<file path="src/rtl/stack_exec.sv">
// -----------------------------------------------------------------------------
// stack_exec
//
// Execution unit sitting in front of a hardware stack. It accepts one
// instruction per cycle, checks it against the current occupancy, and drives
// the stack's load/push/pop strobes plus write data in the same cycle. MUL is
// the only multi-cycle operation: a 16-step shift-add followed by a single
// write-back cycle.
//
// Ports
//   clk          rising-edge clock for all state
//   reset        asynchronous, active-high; clears all state immediately
//   instr_valid  instruction offered this cycle
//   instr_ready  high only in IDLE (and never while reset is asserted)
//   opcode[3:0]  operation code
//   imm[15:0]    immediate for PUSHI
//   qtop[15:0]   current stack top
//   qnext[15:0]  current stack second entry
//   d[15:0]      write data to stack top (0 whenever load is low)
//   load         stack writes d into top
//   push         stack shifts entries one level deeper
//   pop          stack shifts entries one level shallower
//   busy         multiply (MUL or WB state) in progress
//   err          sticky fault flag, cleared only by reset
//   depth        stack occupancy, 0..N
// -----------------------------------------------------------------------------
module stack_exec #(
    parameter int N = 8
) (
    input  logic                     clk,
    input  logic                     reset,
    input  logic                     instr_valid,
    output logic                     instr_ready,
    input  logic [3:0]               opcode,
    input  logic [15:0]              imm,
    input  logic [15:0]              qtop,
    input  logic [15:0]              qnext,
    output logic [15:0]              d,
    output logic                     load,
    output logic                     push,
    output logic                     pop,
    output logic                     busy,
    output logic                     err,
    output logic [$clog2(N+1)-1:0]   depth
);

    localparam int DW = $clog2(N + 1);

    localparam logic [1:0] ST_IDLE = 2'd0;
    localparam logic [1:0] ST_MUL  = 2'd1;
    localparam logic [1:0] ST_WB   = 2'd2;

    localparam logic [3:0] OP_NOP   = 4'd0;
    localparam logic [3:0] OP_PUSHI = 4'd1;
    localparam logic [3:0] OP_POP   = 4'd2;
    localparam logic [3:0] OP_DUP   = 4'd3;
    localparam logic [3:0] OP_ADD   = 4'd4;
    localparam logic [3:0] OP_SUB   = 4'd5;
    localparam logic [3:0] OP_AND   = 4'd6;
    localparam logic [3:0] OP_OR    = 4'd7;
    localparam logic [3:0] OP_XOR   = 4'd8;
    localparam logic [3:0] OP_NOT   = 4'd9;
    localparam logic [3:0] OP_SHL   = 4'd10;
    localparam logic [3:0] OP_SHR   = 4'd11;
    localparam logic [3:0] OP_MUL   = 4'd12;
    localparam logic [3:0] OP_EQ    = 4'd14;

    localparam logic [DW-1:0] DEPTH_MAX = DW'(N);
    localparam logic [DW-1:0] DEPTH_ONE = {{(DW-1){1'b0}}, 1'b1};
    localparam logic [DW-1:0] DEPTH_TWO = DW'(2);

    logic [1:0]    state_q,  state_d;
    logic [DW-1:0] depth_q,  depth_d;
    logic          err_q,    err_d;
    logic [15:0]   mcand_q,  mcand_d;   // shifted left each step
    logic [15:0]   mplier_q, mplier_d;  // shifted right each step, LSB selects add
    logic [15:0]   acc_q,    acc_d;     // running product, kept modulo 2^16
    logic [3:0]    cnt_q,    cnt_d;

    logic          accept_s;
    logic          depth_ge1_s;
    logic          depth_ge2_s;
    logic          depth_lt_max_s;
    logic [15:0]   bin_res_s;
    logic [15:0]   un_res_s;
    logic          load_s;
    logic          push_s;
    logic          pop_s;
    logic [15:0]   d_s;

    // Handshake and occupancy qualifiers; ready is masked during reset so
    // nothing can be accepted while state is being cleared.
    always_comb begin
        instr_ready    = (state_q == ST_IDLE) && !reset;
        accept_s       = instr_valid && instr_ready;
        depth_ge1_s    = (depth_q >= DEPTH_ONE);
        depth_ge2_s    = (depth_q >= DEPTH_TWO);
        depth_lt_max_s = (depth_q < DEPTH_MAX);
    end

    // Two-operand results: second entry is the left operand, top the right.
    always_comb begin
        bin_res_s = 16'h0000;
        case (opcode)
            OP_ADD:  bin_res_s = qnext + qtop;
            OP_SUB:  bin_res_s = qnext - qtop;
            OP_AND:  bin_res_s = qnext & qtop;
            OP_OR:   bin_res_s = qnext | qtop;
            OP_XOR:  bin_res_s = qnext ^ qtop;
            OP_EQ:   bin_res_s = {15'b0, (qnext == qtop)};
            default: bin_res_s = 16'h0000;
        endcase
    end

    // Single-operand results on the stack top; SHR is a logical shift.
    always_comb begin
        un_res_s = 16'h0000;
        case (opcode)
            OP_NOT:  un_res_s = ~qtop;
            OP_SHL:  un_res_s = {qtop[14:0], 1'b0};
            OP_SHR:  un_res_s = {1'b0, qtop[15:1]};
            default: un_res_s = 16'h0000;
        endcase
    end

    // Next-state, strobe and occupancy logic for the IDLE/MUL/WB sequencer.
    always_comb begin
        state_d  = state_q;
        depth_d  = depth_q;
        err_d    = err_q;
        mcand_d  = mcand_q;
        mplier_d = mplier_q;
        acc_d    = acc_q;
        cnt_d    = cnt_q;
        load_s   = 1'b0;
        push_s   = 1'b0;
        pop_s    = 1'b0;
        d_s      = 16'h0000;
        case (state_q)
            ST_IDLE: begin
                if (accept_s) begin
                    // A failed precondition is still consumed: no strobes,
                    // depth held, fault flag raised.
                    case (opcode)
                        OP_NOP: begin
                            err_d = err_q;
                        end
                        OP_PUSHI: begin
                            if (depth_lt_max_s) begin
                                load_s  = 1'b1;
                                push_s  = 1'b1;
                                d_s     = imm;
                                depth_d = depth_q + DEPTH_ONE;
                            end else begin
                                err_d = 1'b1;
                            end
                        end
                        OP_DUP: begin
                            if (depth_ge1_s && depth_lt_max_s) begin
                                push_s  = 1'b1;
                                depth_d = depth_q + DEPTH_ONE;
                            end else begin
                                err_d = 1'b1;
                            end
                        end
                        OP_POP: begin
                            if (depth_ge1_s) begin
                                pop_s   = 1'b1;
                                depth_d = depth_q - DEPTH_ONE;
                            end else begin
                                err_d = 1'b1;
                            end
                        end
                        OP_ADD, OP_SUB, OP_AND, OP_OR, OP_XOR, OP_EQ: begin
                            if (depth_ge2_s) begin
                                load_s  = 1'b1;
                                pop_s   = 1'b1;
                                d_s     = bin_res_s;
                                depth_d = depth_q - DEPTH_ONE;
                            end else begin
                                err_d = 1'b1;
                            end
                        end
                        OP_NOT, OP_SHL, OP_SHR: begin
                            if (depth_ge1_s) begin
                                load_s = 1'b1;
                                d_s    = un_res_s;
                            end else begin
                                err_d = 1'b1;
                            end
                        end
                        OP_MUL: begin
                            if (depth_ge2_s) begin
                                state_d  = ST_MUL;
                                mcand_d  = qtop;
                                mplier_d = qnext;
                                acc_d    = 16'h0000;
                                cnt_d    = 4'd0;
                            end else begin
                                err_d = 1'b1;
                            end
                        end
                        default: begin
                            err_d = 1'b1;
                        end
                    endcase
                end else begin
                    state_d = ST_IDLE;
                end
            end
            ST_MUL: begin
                // One shift-add step per cycle; the stack is left untouched.
                if (mplier_q[0]) begin
                    acc_d = acc_q + mcand_q;
                end else begin
                    acc_d = acc_q;
                end
                mcand_d  = {mcand_q[14:0], 1'b0};
                mplier_d = {1'b0, mplier_q[15:1]};
                cnt_d    = cnt_q + 4'd1;
                if (cnt_q == 4'd15) begin
                    state_d = ST_WB;
                end else begin
                    state_d = ST_MUL;
                end
            end
            ST_WB: begin
                // Replace the two operands with the product.
                load_s  = 1'b1;
                pop_s   = 1'b1;
                d_s     = acc_q;
                depth_d = depth_q - DEPTH_ONE;
                state_d = ST_IDLE;
            end
            default: begin
                state_d = ST_IDLE;
            end
        endcase
    end

    // State registers; reset aborts any multiply in flight.
    always_ff @(posedge clk or posedge reset) begin
        if (reset) begin
            state_q  <= ST_IDLE;
            depth_q  <= {DW{1'b0}};
            err_q    <= 1'b0;
            mcand_q  <= 16'h0000;
            mplier_q <= 16'h0000;
            acc_q    <= 16'h0000;
            cnt_q    <= 4'd0;
        end else begin
            state_q  <= state_d;
            depth_q  <= depth_d;
            err_q    <= err_d;
            mcand_q  <= mcand_d;
            mplier_q <= mplier_d;
            acc_q    <= acc_d;
            cnt_q    <= cnt_d;
        end
    end

    // Output mapping.
    always_comb begin
        load  = load_s;
        push  = push_s;
        pop   = pop_s;
        d     = d_s;
        busy  = (state_q != ST_IDLE);
        err   = err_q;
        depth = depth_q;
    end

endmodule
</file>
<file path="config.mk">
export PLATFORM = sky130hd
export DESIGN_NAME = stack_exec
export DESIGN_NICKNAME = d
export VERILOG_FILES = /design/src/rtl/stack_exec.sv
export SDC_FILE = /design/constraint.sdc
export NUM_CORES = 1
export LEC_CHECK = 0
export ABC_AREA = 0
export BUFFER_PORTS_ARGS = -buffer_cell sky130_fd_sc_hd__buf_2
export CAP_MARGIN = 10
export CORE_UTILIZATION = 40
export CTS_CLUSTER_SIZE = 30
export DETAILED_ROUTE_END_ITERATION = 10
export GPL_TIMING_DRIVEN = 0
export HOLD_SLACK_MARGIN = 0.1
export PLACE_DENSITY = 0.62
export SLEW_MARGIN = 20
export SYNTH_ARGS = -nofsm -noshare
export SYNTH_HDL_FRONTEND = slang
export SYNTH_SLANG_ARGS = --single-unit
</file>
<file path="constraint.sdc">
create_clock -name clk -period 3.51 [get_ports clk]
set_input_delay 0.5265 -clock clk [delete_from_list [all_inputs] [get_ports clk]]
set_output_delay 0.5265 -clock clk [all_outputs]
set_load 0.005 [all_outputs]
</file>
==> run_results.csv <==
group,metric,value,unit
setup_path,cp.arrival,3.05,ns
sta,period_share,1.018,
pwr,p_switching,2.030,mW
pwr,peakVddDrop,0.3737,mV
yosys,synthSimpleGateAreaFrac,0.2087,
yosys,synth_top_family_by_area,"compound AO/OA/AOI/OAI gates",
global_route,grt_max_degree,57,
clocking,clock_latency,0.33,ns
yosys,synth-main-ff-cell,"dfrtp_1",
sta,grt_setup_unrepaired,"true",
finish,layout-drive-gt1-share,0.2098,
finish,diodes,0,
yosys,synth.avg_cell_area,7.442,sq um
place,gp_congestion,0.9044,
global_route,antenna_found_initial,0,
yosys,synth-compound-area-share,0.2991,
yosys,synth_most_common_cell,"nor2_1",
drt,ant_nets,0,
flow_run,drv_cap,0,
clocking,cts.sinks,59,
drt,drtPass1Iterations,5,
setup_path,cp.required,2.98,ns
clocking,htreeDepth,3,
sta,min_period,3.573,ns
finish,fill_cells,1498,
sta,fin_skew,0.008878,ns
pwr,pwr-share-seq,0.273,
sta,slew_violations,0,
pwr,p_total,4.662,mW
hold_path,hold_path_class,"reg -> reg",
finish,instances_no_fill,1127,
yosys,synth_area,6162,sq um
pwr,p_leak,3.438,nW
clocking,cts_tree,"yes",
yosys,ys_warn_count,0,
clocking,clock-root-buffer,"clkbuf_16",
global_route,grt_pass1_vias,6247,
setup_path,max_stage_delay,0.32,ns
sta,hold_viol,0,
pwr,p_per_area,607.8,nW/um^2
clocking,path_clk_slew,0.05,ns
yosys,synthTopCellsByArea,"dfrtp_1, ha_1, nor2_1",
yosys,yosysUniqueCellTypes,63,
yosys,synthDominantCellAreaShare,0.2396,
yosys,synthXorXnorAreaFrac,0.02701,
pwr,comb_power_share,0.535,
yosys,synthArstFlopShare,1.000,
die,die_w,126.1,um
yosys,muxShareOfSynthArea,0.01645,
yosys,syn-num-nets,954,
clocking,cts_buffers,9,
yosys,ys_top_cells_by_count,"nor2_1, nand2_1, ha_1",
drt,num_vias,6789,
yosys,yosysTopAreaCell,"dfrtp_1",
die,initial_core_util,0.4069,
yosys,synth-seq-cells,59,
sta,fmax,279.9,MHz
clocking,cts_max_path_buffers,2,
outcome,violations,"setup timing",
yosys,yosysSeqAreaShare,0.2396,
setup_path,startpoint_type,"input pin",
die,die_y,126.1,um
yosys,synth_adder_area_share,0.1478,
die,core,15150,sq um
setup_path,rr_worst_depth,11,
drt,wire_per_inst,19.61,um
place,dp_hpwl,17010,um
setup_path,crit_slowest_cell,"a221oi_2",
global_route,gr-total-overflow,0,
sta,whs,0.4576,ns
pwr,p_clk_frac,0.192,
place,placed_cell_area,6823,sq um
drt,drt-initial-drc-count,604,
sta,tightest_slew,0.6669,ns
place,portBuffers,79,
finish,stdcell_area,7670,sq um
sta,slew_headroom,0.5554,
drt,drc_errors,0,
yosys,synthCells,828,
die,rows,45,
die,dieArea,15910,sq um
pwr,switching_share,0.4355,
pwr,p_int,2.632,mW
global_route,track_usage,0.2789,
drt,vias_per_cell,6.024,
hold_path,worstHoldPathCells,1,
die,io_pins,81,
drt,finalWirelength,22100,um
setup_path,worstPathCellList,"buf_8, clkinv_4, ha_4, fa_2, o21bai_4, a21o_1, buf_4, a21oi_2, o21ai_1, a21oi_1, o21bai_1, buf_4, a211o_1, a221oi_2, o21ai_1, buf_2",
setup_path,worstSetupEndpointType,"output port",
finish,nNetsFinal,1062,
sta,finalSetupViolCount,3,
yosys,synth_edf_count,0,
place,dp_cells,1096,
global_route,grt_pass1_wl,34310,um
finish,area_delta_synth_final,24.47,%
outcome,run_status,"complete, but fails checks",
setup_path,cp_max_fo,3,
setup_path,path_class,"in -> out",
sta,setup_slack,-0.06316,ns
-- worst max-delay path: cells and delay by family --
kind            cells  cell delay [ns]
compound gates      9             1.55
buf+inv             5             0.60
fa+ha+maj           2             0.38
-- layout make-up --
type	instances	area (sq um)	area share
Timing Repair Buffer	101	629.4	0.08206
Multi-Input combinational cell	671	4632	0.6039
Buffer	45	203.9	0.02659
Sequential cell	59	1476	0.1925
Inverter	49	191.4	0.02496
Clock buffer	12	266.5	0.03475
Clock inverter	2	35.03	0.004568
Tap cell	188	235.2	0.03067
-- cells in the final DEF, fill, tap and decap left out, drive strengths merged, types with 3 or more instances in the layout --
master / count
a211oi: 11
a21o: 15
a21oi: 50
a221oi: 7
a22oi: 17
a31oi: 7
a41o: 3
and3: 3
buf: 108
clkbuf: 49
dfrtp: 59
fa: 3
ha: 68
inv: 48
mux2i: 9
nand2: 81
nand2b: 9
nand3: 33
nand3b: 4
nand4: 4
nor2: 117
nor2b: 5
nor3: 16
nor4: 3
o2111ai: 5
o211ai: 7
o21a: 3
o21ai: 84
o21bai: 10
o221ai: 11
o22ai: 32
or2: 5
xnor2: 5
xor2: 14
-- cell families (layout without fill, tap and decap cells) --
family | Yosys count | in the layout
DFF | 59 | 59
and+or+nand+nor | 289 | 289
AOI/OAI and AO/OA | 282 | 282
buffers and inverters | 98 | 209
muxes | 10 | 10
adders and majority gates | 71 | 71
xor gates and xnor gates | 19 | 19
-- power groups by stage --
stage,clock [mW],combinational [mW],sequential [mW]
final,0.895,2.49,1.27
after global routing,0.932,2.78,1.31
after CTS,0.902,2.43,1.26
after detailed placement,0,2.36,1.27
after global placement,0,2.32,1.27
after floorplan,0,1.81,1.18
-- worst paths after layout --
path,startpoint,to,slack [ns]
min,err,err,0.46
min in group asynchronous,reset,depth[3],0.66
max,qnext[0],d[8],-0.06
min reg2reg,err,err,0.46
max in group asynchronous,reset,acc_q[7],2.35
max reg2reg,acc_q[0],acc_q[14],0.51
-- sequential cells by signal, summed over array words and instances (netlist names) --
name,count
acc_q,16
mcand_q,16
mplier_q,16
cnt_q,4
depth,4
state_q,2
err,1
-- through the flow --
step / setup TNS, ns / util / setup slack (ns)
6_report: -0.1505 / 0.5064 / -0.06316
5_1_grt: -0.5316 / 0.5064 / -0.1433
4_1_cts: -0.1389 / 0.4904 / -0.08587
3_5_place_dp: -2.637 / 0.4505 / -0.4468
3_3_place_gp: -3.416 / 0.4485 / -0.4142
2_1_floorplan: 0 / - / 0.3131
-- routing by layer --
layer  up-vias  part of all wire  wire length (um)  GRT usage
met5         -                 0                 0          0
met4         0             0.034               750     0.1141
met3        57             0.067              1472    0.03653
met2       302              0.47             10330     0.4560
met1      3225              0.43              9541     0.3715
li1       3205                 -                 -          -
-- repair_timing --
action | CTS | global route
gates cloned | 0 | 0
hold buffers | 1 | 0
endpoints found under the hold margin | 3 | 0
pin swaps | 14 | 20
setup buffers | 8 | 12
endpoints found under the setup margin | 15 | 17
gates resized for setup | 57 | 45
No activity file was read; power rests on OpenSTA's default activity.
